[src/rtl/match_controller.sv]
// match_controller
// ----------------
// Match sequencer for the puzzle-battle game. It runs a start countdown,
// handles pause/resume/abort, detects the end of a match (time up or KO
// target reached), and reports a ranked winner.
//
// Ports:
//   clk          system clock
//   rst          asynchronous, active-high reset
//   tick         one-cycle 1 Hz pulse from the timebase
//   start_multi  menu pulse: start a multiplayer match
//   start_solo   menu pulse: start a solo match (player 0 only)
//   pause_req    pulse: toggle pause
//   back         pulse: return to menu / abort
//   time_up      match timer expired (level or pulse)
//   ko_bus       per-player KO counts, player i at [i*KO_W +: KO_W]
//   lines_bus    per-player lines-sent counts, same packing
//   state        current state (READY=0 .. SOLO_OVER=5)
//   countdown    remaining countdown seconds
//   timer_run    enables the external match timer
//   timer_clear  one-cycle pulse that clears the match timer
//   game_over    high while in RESULT or SOLO_OVER
//   winner       winning player index, valid while game_over
module match_controller #(
  parameter int NUM_PLAYERS = 4,
  parameter int KO_W        = 3,
  parameter int LINE_W      = 6,
  parameter int KO_TARGET   = 5,
  parameter int COUNT_SECS  = 3,
  parameter int PID_W       = 2
) (
  input  logic                          clk,
  input  logic                          rst,
  input  logic                          tick,
  input  logic                          start_multi,
  input  logic                          start_solo,
  input  logic                          pause_req,
  input  logic                          back,
  input  logic                          time_up,
  input  logic [NUM_PLAYERS*KO_W-1:0]   ko_bus,
  input  logic [NUM_PLAYERS*LINE_W-1:0] lines_bus,
  output logic [2:0]                    state,
  output logic [3:0]                    countdown,
  output logic                          timer_run,
  output logic                          timer_clear,
  output logic                          game_over,
  output logic [PID_W-1:0]              winner
);

  typedef enum logic [2:0] {
    ST_READY     = 3'd0,
    ST_COUNTDOWN = 3'd1,
    ST_PLAYING   = 3'd2,
    ST_PAUSED    = 3'd3,
    ST_RESULT    = 3'd4,
    ST_SOLO_OVER = 3'd5
  } state_t;

  state_t             state_q;
  logic               solo_q;
  logic [3:0]         countdown_q;
  logic               timer_run_q;
  logic               timer_clear_q;
  logic               game_over_q;
  logic [PID_W-1:0]   winner_q;

  // Unpacked per-player views of the packed buses.
  logic [KO_W-1:0]    ko_a    [NUM_PLAYERS];
  logic [LINE_W-1:0]  lines_a [NUM_PLAYERS];

  for (genvar gi = 0; gi < NUM_PLAYERS; gi++) begin : g_unpack
    assign ko_a[gi]    = ko_bus[gi*KO_W +: KO_W];
    assign lines_a[gi] = lines_bus[gi*LINE_W +: LINE_W];
  end

  // Ranking: a challenger only displaces the current best on a strictly
  // better (KO, lines) pair, so full ties stay with the lowest index.
  logic [KO_W-1:0]    best_ko;
  logic [LINE_W-1:0]  best_lines;
  logic [PID_W-1:0]   best_idx_d;
  logic               ko_hit_d;

  always_comb begin
    best_ko    = ko_a[0];
    best_lines = lines_a[0];
    best_idx_d = '0;
    for (int i = 1; i < NUM_PLAYERS; i++) begin
      if ((ko_a[i] > best_ko) ||
          ((ko_a[i] == best_ko) && (lines_a[i] > best_lines))) begin
        best_ko    = ko_a[i];
        best_lines = lines_a[i];
        best_idx_d = PID_W'(i);
      end
    end
  end

  always_comb begin
    ko_hit_d = 1'b0;
    for (int i = 0; i < NUM_PLAYERS; i++) begin
      if (32'(ko_a[i]) >= 32'(KO_TARGET)) ko_hit_d = 1'b1;
    end
  end

  // Solo matches ignore KO counts entirely; only the timer ends them.
  logic end_cond_d;
  assign end_cond_d = solo_q ? time_up : (time_up | ko_hit_d);

  always_ff @(posedge clk or posedge rst) begin
    if (rst) begin
      state_q       <= ST_READY;
      solo_q        <= 1'b0;
      countdown_q   <= 4'd0;
      timer_run_q   <= 1'b0;
      timer_clear_q <= 1'b0;
      game_over_q   <= 1'b0;
      winner_q      <= '0;
    end else begin
      timer_clear_q <= 1'b0;
      case (state_q)
        ST_READY: begin
          if (start_multi || start_solo) begin
            solo_q        <= ~start_multi;  // multi wins a simultaneous start
            countdown_q   <= 4'(COUNT_SECS);
            timer_clear_q <= 1'b1;
            state_q       <= ST_COUNTDOWN;
          end
        end
        ST_COUNTDOWN: begin
          if (back) begin
            countdown_q <= 4'd0;
            state_q     <= ST_READY;
          end else if (tick) begin
            if (countdown_q <= 4'd1) begin
              countdown_q <= 4'd0;
              timer_run_q <= 1'b1;
              state_q     <= ST_PLAYING;
            end else begin
              countdown_q <= countdown_q - 4'd1;
            end
          end
        end
        ST_PLAYING: begin
          if (end_cond_d) begin
            timer_run_q <= 1'b0;
            game_over_q <= 1'b1;
            winner_q    <= solo_q ? '0 : best_idx_d;
            state_q     <= solo_q ? ST_SOLO_OVER : ST_RESULT;
          end else if (back) begin
            timer_run_q <= 1'b0;
            state_q     <= ST_READY;
          end else if (pause_req) begin
            timer_run_q <= 1'b0;
            state_q     <= ST_PAUSED;
          end
        end
        ST_PAUSED: begin
          if (back) begin
            state_q <= ST_READY;
          end else if (pause_req) begin
            timer_run_q <= 1'b1;
            state_q     <= ST_PLAYING;
          end
        end
        ST_RESULT, ST_SOLO_OVER: begin
          if (back) begin
            game_over_q <= 1'b0;
            winner_q    <= '0;
            state_q     <= ST_READY;
          end
        end
        default: begin
          // Unused encodings fall back to a clean idle.
          timer_run_q <= 1'b0;
          game_over_q <= 1'b0;
          winner_q    <= '0;
          countdown_q <= 4'd0;
          state_q     <= ST_READY;
        end
      endcase
    end
  end

  assign state       = state_q;
  assign countdown   = countdown_q;
  assign timer_run   = timer_run_q;
  assign timer_clear = timer_clear_q;
  assign game_over   = game_over_q;
  assign winner      = winner_q;

endmodule

[config.mk]
export PLATFORM = sky130hd
export DESIGN_NAME = match_controller
export DESIGN_NICKNAME = d
export VERILOG_FILES = /design/src/rtl/match_controller.sv
export SDC_FILE = /design/constraint.sdc
export NUM_CORES = 1
export LEC_CHECK = 0
export BUFFER_PORTS_ARGS = -buffer_cell sky130_fd_sc_hd__buf_2
export CORE_UTILIZATION = 46
export DETAILED_ROUTE_END_ITERATION = 12
export PLACE_DENSITY = 0.76
export SETUP_SLACK_MARGIN = 0.02
export SYNTH_ARGS = -nofsm -noshare
export SYNTH_HDL_FRONTEND = slang
export SYNTH_SLANG_ARGS = --single-unit
[constraint.sdc]
create_clock -name clk -period 1.7 [get_ports clk]
set_clock_uncertainty 0.1 [all_clocks]
set_input_delay 0.17 -clock clk [delete_from_list [all_inputs] [get_ports clk]]
set_output_delay 0.17 -clock clk [all_outputs]
set_load 0.03 [all_outputs]
==> impl_metrics.toml <==
[placement]
dp_cells = 349
gp_congestion = 0.8609
pre_cts_slack_ps = -2233
port_buffers = 55
dp_hpwl_mm = 4.001
postPlaceCellArea_um2 = 2482

[power_and_ir_drop]
powerDensity_nw_per_um2 = 1126
p_switching_mw = 1.547
internal_power_mw = 1.664
p_leak_nw = 1.330
combPwrFrac = 0.756
p_clk_frac = 0.062
p_sw_frac = 0.4817
power.share.sequential = 0.182
p_total_mw = 3.211
ir_worst_vdd_mv = 0.4433

[worst_setup_path]
r2r_cells = 7
crit_type = "in2reg"
arrival_ps = 3890
slowest_stage = "mux2_2"
worst_path_largest_cell_delay_ps = 330
start_kind = "primary input"
crit_chain = "buf_4, ha_4, nor2b_4, o21ai_2, o211ai_2, nand3_4, mux2i_4, ha_4, a211oi_2, o221ai_1, a22oi_2, buf_4, mux2_2, ha_1, inv_1, a21oi_1, o22a_1, a211oi_2, nor2b_1, o21ai_1"
crit_path_end_kind = "flop"
critical_path_required_ps = 1810
path_max_fanout = 8

[hold_path]
hold_depth = 2
min_path_type = "in2reg"

[finish]
final_area_um2 = 2851
drive_above_1_share = 0.5605
fin_nets = 388
n_antenna_cell = 0
final_cell_count_no_fill = 360
area_growth_pct = 69.95

[timing]
tns_ps = -4248
timing.fmax_mhz = 264.9
worstMarginPinSlew_ps = 524.1
post-route-min-period_ps = 3775
finalCritPeriodShare = 2.221
slew_violations = 0
setup_viol = 6
rsz0062_at_grt = "yes"
maxSlewHeadroom = 0.6502
setup_slack_ps = -2075
hold_viol = 0

[job]
maxCapViolCount = 0

[floorplan]
die_y_um = 62.40
ios = 56
die_w_um = 62.40
fp.coreArea_um2 = 3416
start_util = 0.4912
row_count = 21
dieArea_um2 = 3893

[route]
via_count = 2093
drc_errors = 0
wl_per_cell_um = 16.28
first_iter_violations = 233
vias_per_cell = 5.814
ant_nets = 0
wl_mm = 5.862
drt_first_pass_iters = 4

[synthesis]
synthCells = 213
synth_seq_area_share = 0.1939
synth-edff-count = 0
synth_nets = 286
avgSynthCellArea_um2 = 7.877
synth_seq_cells = 13
yosysUniqueCellTypes = 47
ys_warn_count = 0
synthFlopType = "dfrtp_1"
async_flop_share = 1.000
syn_area_um2 = 1678

[global_route]
grt_start_max_net_pins = 14
first_global_vias = 2085
grt_usage = 0.2960
antenna_found_initial = 0
grt_first_pass_wirelength_mm = 9.266
grt.overflow.total = 0

[cts]
cts_buffers = 3
path_clk_slew_ps = 90
clkLatencyLatePin_ps = 280
clk_path_buf_depth = 2
clockRootBuffer = "clkbuf_4"
h-tree-depth = 1
cts_tree = "yes"
clock_sinks = 13

[status]
violations = "setup timing"
outcome = "complete, but fails checks"
[per-stage QoR]
step / utilization / hold WS (ps)
final: 0.8348 / 41.68
after global routing: 0.8348 / 36.43
after CTS: 0.8048 / 33.07
after detailed placement: 0.7267 / 130.9
after global placement: 0.7267 / 120.6
after floorplan: - / -53.31
[repair_timing]
action,4_1_cts,5_1_grt
buffers inserted,4,1
endpoints found under the hold margin,14,0
setup endpoints to repair,8,8
resized for setup,45,21
pin swaps,22,11
hold buffers,2,0
[Yosys cell counts, types with 2 or more instances]
cell type / instances / area share
mux2_2: 4 / 0.027
o21ai_1: 12 / 0.036
nor2b_1: 4 / 0.015
a211oi_1: 4 / 0.018
nand3_1: 6 / 0.018
a211o_1: 2 / 0.010
nand2_1: 16 / 0.036
o211ai_1: 2 / 0.0089
a21oi_1: 13 / 0.039
clkbuf_1: 3 / 0.0067
nor3_1: 4 / 0.012
nor3b_1: 2 / 0.0089
a21o_1: 6 / 0.027
o21ai_0: 15 / 0.045
inv_1: 23 / 0.051
nand4_1: 3 / 0.011
dfrtp_1: 13 / 0.19
mux2i_1: 8 / 0.048
nand3b_1: 2 / 0.0089
ha_1: 29 / 0.22
nor2_1: 16 / 0.036
[power groups by stage]
stage / sequential [mW] / combinational, mW / clock (mW)
finish: 0.585 / 2.43 / 0.200
global route: 0.603 / 2.61 / 0.210
CTS: 0.582 / 2.23 / 0.201
detailed placement: 0.572 / 2.04 / 0
global placement: 0.567 / 1.98 / 0
floorplan: 0.805 / 1.08 / 0
[routing by layer]
metal  vias to the layer above  GRT usage  routed length [um]
met1                       983     0.3390                2354
met3                        29    0.02920                 234
met2                        96     0.5412                3001
li1                        985          -                   -
met5                         -          0                   0
met4                         0     0.1541                 271
[final cells by class]
cell class                      count  area [um2]
Multi-Input combinational cell    171        1627
Timing Repair Buffer              102       703.2
Fill cell                         200       564.3
Sequential cell                    13       331.6
Inverter                           24       105.1
Tap cell                           46       57.56
Clock buffer                        3       22.52
Clock inverter                      1       5.005
[kinds of logic after synthesis]
| family | after synthesis | synth area share |
|---|---|---|
| AOI/OAI and AO/OA | 68 | 0.2580 |
| and+or+nand+nor | 62 | 0.1872 |
| buffers and inverters | 29 | 0.07009 |
| adders and majority gates | 29 | 0.2163 |
| DFF | 13 | 0.1939 |
| muxes | 12 | 0.07457 |
[critical path, delay by kind of cell]
family	cells	cell delay [ps]
simple gates	3	460
buf+inv	3	360
fa+ha+maj	3	660
compound gates	9	1590
mux	2	650
[sequential cells by signal (all words and copies together), names as in the netlist]
register     flops
countdown        4
game_over        1
solo_q           1
state            3
timer_clear      1
timer_run        1
winner           2
[worst paths after layout]
path                       slack [ps]                     start                        to
min reg2reg                       380     timer_run$_DFFE_PP0P_     timer_run$_DFFE_PP0P_
max                             -2080              lines_bus[7]     winner[1]$_DFFE_PP0P_
min in group asynchronous         350                       rst  countdown[3]$_DFFE_PP0P_
max in group asynchronous         770                       rst  countdown[0]$_DFFE_PP0P_
max reg2reg                       -70  countdown[0]$_DFFE_PP0P_  countdown[3]$_DFFE_PP0P_
min                                40                start_solo     timer_clear$_DFF_PP0_
[cell usage in the layout, fill, tap and decap left out, types with 4 or more instances in the layout]
master,synthesis,routed
nand2_1,16,15
dfrtp_1,13,8
mux2i_2,0,4
buf_6,1,12
inv_1,23,13
a211oi_2,0,4
nor2_1,16,12
ha_4,0,15
buf_4,0,43
buf_2,1,45
inv_2,1,7
ha_1,29,14
o21ai_1,12,13
nand3_1,6,4
o21ai_0,15,11
a21oi_1,13,12
dfrtp_2,0,5
a21o_1,6,6
Note: power is estimated with default switching activity, not from simulation.
